--- src/rtl/regfile_mp_sb_pkg.sv ---
// Shared constants for the multi-port register file and its scoreboard.
// WORD_WIDTH     : default register width
// REGFILE_SIZE   : default register count (power of two)
// REGFILE_BITS   : address width matching REGFILE_SIZE
// DEF_NUM_RD/WR  : default read/write port counts
package regfile_mp_sb_pkg;
    localparam int WORD_WIDTH   = 32;
    localparam int REGFILE_SIZE = 32;
    localparam int REGFILE_BITS = $clog2(REGFILE_SIZE);
    localparam int DEF_NUM_RD   = 4;
    localparam int DEF_NUM_WR   = 2;
endpackage

--- src/rtl/regfile_scoreboard.sv ---
// Busy-bit scoreboard for the register file.
// Ports:
//   clk, nrst          clock, synchronous active-low reset
//   wr_en/wr_addr      writeback ports; a write releases its destination
//   rsv_en/rsv_addr    reservation request from the issue stage
//   flush              clears every reservation
//   rsv_ready          reservation can be accepted this cycle
//   busy_vec           current busy bit of every register
module regfile_scoreboard
    import regfile_mp_sb_pkg::*;
#(
    parameter int NUM_REGS = REGFILE_SIZE,
    parameter int NUM_WR   = DEF_NUM_WR,
    parameter bit ZERO_REG = 1'b1,
    localparam int AW      = $clog2(NUM_REGS)
) (
    input  logic                 clk,
    input  logic                 nrst,
    input  logic [NUM_WR-1:0]    wr_en,
    input  logic [NUM_WR*AW-1:0] wr_addr,
    input  logic                 rsv_en,
    input  logic [AW-1:0]        rsv_addr,
    input  logic                 flush,
    output logic                 rsv_ready,
    output logic [NUM_REGS-1:0]  busy_vec
);

    logic [NUM_REGS-1:0] busy;
    logic [NUM_REGS-1:0] busy_next;
    logic [NUM_REGS-1:0] wr_hit;
    logic                rsv_acc;

    // Decode which registers are being written back this cycle.
    always_comb begin
        wr_hit = '0;
        for (int k = 0; k < NUM_WR; k++) begin
            if (wr_en[k]) begin
                wr_hit[wr_addr[k*AW +: AW]] = 1'b1;
            end
        end
    end

    // A busy destination may be re-reserved only when its producer
    // retires in the same cycle; otherwise the issuer stalls (WAW).
    always_comb begin
        rsv_ready = !busy[rsv_addr] || wr_hit[rsv_addr] ||
                    (ZERO_REG && (rsv_addr == '0));
        rsv_acc   = rsv_en && rsv_ready && !flush;
    end

    // Priority: flush, then reservation, then write release, then hold.
    always_comb begin
        busy_next = busy;
        for (int r = 0; r < NUM_REGS; r++) begin
            if (flush) begin
                busy_next[r] = 1'b0;
            end else if (rsv_acc && (rsv_addr == AW'(r))) begin
                busy_next[r] = 1'b1;
            end else if (wr_hit[r]) begin
                busy_next[r] = 1'b0;
            end
        end
        if (ZERO_REG) begin
            busy_next[0] = 1'b0;
        end
    end

    // Busy-bit state register.
    always_ff @(posedge clk) begin
        if (!nrst) begin
            busy <= '0;
        end else begin
            busy <= busy_next;
        end
    end

    assign busy_vec = busy;

endmodule

--- src/rtl/regfile_mp_sb.sv ---
// Multi-port integer register file with built-in busy scoreboard.
// Ports:
//   clk, nrst          clock, synchronous active-low reset
//   rd_addr/rd_data    NUM_RD combinational read ports (packed)
//   rd_busy            operand on read port i is still pending
//   wr_en/wr_addr/     NUM_WR synchronous write ports (packed);
//   wr_data            the highest port index wins on collisions
//   rsv_en/rsv_addr    destination reservation at issue
//   rsv_ready          reservation can be accepted this cycle
//   flush              clears all busy bits
//   busy_vec           raw scoreboard state
module regfile_mp_sb
    import regfile_mp_sb_pkg::*;
#(
    parameter int WORD_WIDTH = regfile_mp_sb_pkg::WORD_WIDTH,
    parameter int NUM_REGS   = REGFILE_SIZE,
    parameter int NUM_RD     = DEF_NUM_RD,
    parameter int NUM_WR     = DEF_NUM_WR,
    parameter bit BYPASS     = 1'b1,
    parameter bit ZERO_REG   = 1'b1,
    localparam int AW        = $clog2(NUM_REGS)
) (
    input  logic                         clk,
    input  logic                         nrst,
    input  logic [NUM_RD*AW-1:0]         rd_addr,
    output logic [NUM_RD*WORD_WIDTH-1:0] rd_data,
    output logic [NUM_RD-1:0]            rd_busy,
    input  logic [NUM_WR-1:0]            wr_en,
    input  logic [NUM_WR*AW-1:0]         wr_addr,
    input  logic [NUM_WR*WORD_WIDTH-1:0] wr_data,
    input  logic                         rsv_en,
    input  logic [AW-1:0]                rsv_addr,
    output logic                         rsv_ready,
    input  logic                         flush,
    output logic [NUM_REGS-1:0]          busy_vec
);

    logic [WORD_WIDTH-1:0] mem [NUM_REGS];

    // Storage update; ports are applied in ascending order so the last
    // non-blocking assignment (highest port) wins on an address clash.
    always_ff @(posedge clk) begin
        if (!nrst) begin
            for (int r = 0; r < NUM_REGS; r++) begin
                mem[r] <= '0;
            end
        end else begin
            for (int k = 0; k < NUM_WR; k++) begin
                if (wr_en[k] && !(ZERO_REG && (wr_addr[k*AW +: AW] == '0))) begin
                    mem[wr_addr[k*AW +: AW]] <= wr_data[k*WORD_WIDTH +: WORD_WIDTH];
                end
            end
        end
    end

    // Read muxes with optional same-cycle forwarding. A forwarded write
    // also hides the busy bit, since the operand is available right now.
    always_comb begin
        logic [AW-1:0]         addr;
        logic [WORD_WIDTH-1:0] val;
        logic                  hit;
        rd_data = '0;
        rd_busy = '0;
        for (int i = 0; i < NUM_RD; i++) begin
            addr = rd_addr[i*AW +: AW];
            val  = mem[addr];
            hit  = 1'b0;
            for (int k = 0; k < NUM_WR; k++) begin
                if (wr_en[k] && (wr_addr[k*AW +: AW] == addr) &&
                    !(ZERO_REG && (addr == '0))) begin
                    hit = 1'b1;
                    if (BYPASS) begin
                        val = wr_data[k*WORD_WIDTH +: WORD_WIDTH];
                    end
                end
            end
            if (ZERO_REG && (addr == '0)) begin
                val = '0;
            end
            rd_data[i*WORD_WIDTH +: WORD_WIDTH] = val;
            rd_busy[i] = busy_vec[addr] && !(BYPASS && hit);
        end
    end

    regfile_scoreboard #(
        .NUM_REGS (NUM_REGS),
        .NUM_WR   (NUM_WR),
        .ZERO_REG (ZERO_REG)
    ) u_scoreboard (
        .clk       (clk),
        .nrst      (nrst),
        .wr_en     (wr_en),
        .wr_addr   (wr_addr),
        .rsv_en    (rsv_en),
        .rsv_addr  (rsv_addr),
        .flush     (flush),
        .rsv_ready (rsv_ready),
        .busy_vec  (busy_vec)
    );

endmodule
--- config.mk ---
export PLATFORM = sky130hd
export DESIGN_NAME = regfile_mp_sb
export DESIGN_NICKNAME = d
export VERILOG_FILES = /design/src/rtl/regfile_mp_sb_pkg.sv /design/src/rtl/regfile_scoreboard.sv /design/src/rtl/regfile_mp_sb.sv
export SDC_FILE = /design/constraint.sdc
export NUM_CORES = 2
export LEC_CHECK = 0
export CAP_MARGIN = 15
export CORE_MARGIN = 1
export CORE_UTILIZATION = 45
export CTS_BUF_LIST = sky130_fd_sc_hd__clkbuf_16
export DETAILED_ROUTE_END_ITERATION = 8
export REMOVE_ABC_BUFFERS = 1
export SYNTH_ARGS = -nofsm -noshare
export SYNTH_HDL_FRONTEND = slang
export SYNTH_SLANG_ARGS = --single-unit
--- constraint.sdc ---
create_clock -name clk -period 6.81 [get_ports clk]
set_input_delay 1.0215 -clock clk [delete_from_list [all_inputs] [get_ports clk]]
set_output_delay 1.0215 -clock clk [all_outputs]
set_load 0.05 [all_outputs]
==> flow_metrics.tcl <==
set metrics [dict create \
    status "finished clean" \
    hold_class "reg2reg" \
    grt_max_degree 97 \
    nets 5209 \
    holdPathEnd "u_scoreboard.busy_vec[23]$_SDFFE_PP0P_" \
    dr.pass1.iters 8 \
    crit_family "buffers and inverters" \
    fin_setup_tns_ns 0 \
    worst_ep_required_time_ns 5.79 \
    synthCells 5192 \
    ctsHoldBuffers 0 \
    cts_tree "built" \
    cts.htree.levels 4 \
    drt_iter0_drc 11600 \
    gp_congestion 0.952 \
    cp_num_cells 9 \
    use_met3 0.178 \
    io_pins 270 \
    grt_pass1_wl_mm 517 \
    hold_depth 2 \
    max-vdd-ir-drop_mv 0.174 \
    synth_flop_cell "edfxtp_1" \
    place_ws_ns 0.953 \
    hold_viol_final 0 \
    grt.busiest_layer "met2" \
    ff2ff_setup_slack_ns 4.13 \
    cts-buffers-inserted 133 \
    placed_area_mm2 0.0854 \
    ys_ff_latch 1055 \
    rsz0062_at_grt "no" \
    finalPower_mw 19.9 \
    port_buffers 268 \
    p_per_area_mw_per_mm2 221 \
    fin_skew_ns 0.00801 \
    min_period_over_period 0.866 \
    maxSlewHeadroom 0.0955 \
    async_flop_share 0 \
    yosysUniqueCellTypes 59 \
    cts_setup_buffers 0 \
    reg2reg_depth 8 \
    maxCapViolCount 0 \
    clkTransAtPathRegs_ns 0.06 \
    setup_ws_ns 0.916 \
    start_util 0.455 \
    r2r_end "u_scoreboard.busy_vec[12]$_SDFFE_PP0P_" \
    hp-start "u_scoreboard.busy_vec[23]$_SDFFE_PP0P_" \
    rows 153 \
    grt_use_total 0.425 \
    grt_pass1_vias 60500 \
    ant_nets 0 \
    wl_per_cell_um 50.8 \
    die_y_um 422 \
    worst_pin_slew_ns 1.36 \
    worstSetupPathType "in2out" \
    critical_path.cell_chain "clkdlybuf4s50_1 -> nor4bb_1 -> a22oi_1 -> a221oi_1 -> nand2_1 -> nand4_1 -> nand2_1 -> inv_1 -> clkdlybuf4s50_1" \
    grt_antenna_before_repair 18 \
    avgSynthCellArea_um2 15.3 \
    clockBufferDepth 3 \
    die_area_mm2 0.178 \
    grt_use_met1 0.534 \
    crit_path_max_fanout 17 \
    clock_latency_ns 0.78 \
    slew_viol_final 0 \
    r2r_start "u_scoreboard.busy_vec[3]$_SDFFE_PP0P_" \
    final_area_mm2 0.0897 \
    synth_edf_count 1024 \
    wl_mm 384 \
    via_per_inst 8.46 \
    root_buffer "clkbuf_16" \
    ctsResizeCount 0 \
    syn_to_final_growth_pct 13.0 \
    die_x_um 422 \
    max_freq_mhz 170 \
    cp-end-kind "output pin" \
    ys_seq_area_frac 0.395 \
    clock_sinks 1055 \
    met2_usage 0.596 \
    worstPathArrival_ns 4.87 \
    leakage_nw 30.0 \
    setup_violations 0 \
    overflow 0 \
    min_period_ns 5.89 \
    crit_path_start_kind "input port" \
    drcViolationCount 0 \
    yosys_warnings 0 \
    max_stage_delay_ns 0.91 \
    crit_slowest_cell "clkdlybuf4s50_1" \
    netlist_area_mm2 0.0794 \
    dp.final_hpwl_mm 222 \
    drive_above_1_share 0.384 \
    worst-path-buf-inv 3 \
    routed-via-count 63900 \
    core_mm2 0.175 \
    whs_ns 0.616 \
]
layer usage:
| layer | wire length [um] | vias up | part of all wire |
|---|---|---|---|
| met1 | 127000 | 32700 | 0.33 |
| met4 | 31500 | 8 | 0.082 |
| li1 | - | 22600 | - |
| met3 | 63200 | 1702 | 0.16 |
| met5 | 107 | - | 0.00028 |
| met2 | 162000 | 6905 | 0.42 |
cells in the final DEF, fill, tap and decap left out, types with 10 or more instances in the layout:
cell / n
diode_2: 29
dfxtp_1: 31
nor2b_1: 10
a21o_1: 129
nand2_1: 63
nand3b_1: 28
nand4_1: 17
nor2_1: 22
conb_1: 33
a21oi_1: 141
o22ai_1: 13
clkinv_2: 19
clkinv_1: 31
o31ai_1: 15
nor2_4: 63
mux4_2: 1320
mux2i_1: 138
nand2b_1: 10
xor2_1: 16
inv_1: 29
buf_4: 331
clkbuf_16: 140
buf_12: 52
a22o_1: 994
clkdlybuf4s50_1: 195
xnor2_1: 24
a22oi_1: 24
edfxtp_1: 1024
o21ai_0: 134
nand3_1: 27
cell usage after synthesis (24+ instances only):
master,instances,area share
mux4_2,1320,0.37
a22o_1,994,0.11
buf_1,173,0.0082
mux2i_1,138,0.017
o21ai_0,134,0.0084
xnor2_1,24,0.0026
nand3_1,27,0.0017
a21o_1,129,0.012
nor2_1,86,0.0041
clkbuf_1,629,0.030
dfxtp_1,31,0.0078
edfxtp_1,1024,0.39
a22oi_1,24,0.0023
nand3b_1,28,0.0026
nand2_1,67,0.0032
a21oi_1,141,0.0089
buf_2,45,0.0028
how the worst max path moves through the flow:
| stage | slack (ns) | from | endpoint |
|---|---|---|---|
| global route | 0.78 | wr_en[0] | rsv_ready |
| detailed placement | 0.95 | wr_addr[8] | rsv_ready |
| finish | 0.92 | wr_en[1] | rsv_ready |
| floorplan | 0.57 | rd_addr[2] | rd_data[0] |
| global placement | 0.95 | wr_addr[8] | rsv_ready |
| CTS | 0.95 | wr_addr[8] | rsv_ready |
flip-flops by register name (all words and copies together) (netlist names):
| register | count |
|---|---|
| mem | 1024 |
| u_scoreboard.busy_vec | 31 |
cell type report:
type | count | area (um2)
clock buffers | 140 | 3500
well taps | 2325 | 2910
multi-input cells | 3309 | 45400
inverters | 8 | 31.3
diodes | 29 | 72.6
flip-flops and latches | 1055 | 31400
fillers | 14300 | 84900
repair buffers | 597 | 5720
clock inverters | 94 | 702
kinds of logic (layout without fill, tap and decap cells):
kind of cell / after synthesis / count (layout) / synth area share
buffers and inverters: 860 / 839 / 0.0417
DFF: 1055 / 1055 / 0.395
muxes: 1463 / 1463 / 0.393
AOI/OAI and AO/OA: 1469 / 1469 / 0.146
and+or+nand+nor: 304 / 304 / 0.0204
xor gates and xnor gates: 40 / 40 / 0.00441
other: 1 / 62 / 0.0000472
worst reg2reg max path: cells and delay by family, from the launching register on:
kind            cells  cell delay [ns]
simple gates        3             1.15
flops               1             0.57
compound gates      3             0.39
mux                 1             0.25
buf+inv             1             0.19
where the power goes:
group          switching [mW]  total (mW)  leakage (nW)  internal (mW)
sequential              0.358        7.88          10.0           7.52
clock                    3.04        7.05          2.14           4.01
combinational            2.81        4.92          17.8           2.11
through the flow:
stage	utilization	cells
after global placement	0.489	7293
after floorplan	-	4372
after global routing	0.513	7528
final	0.514	7557
after detailed placement	0.489	7294
after CTS	0.513	7528
(Power assumes the default switching activity.)
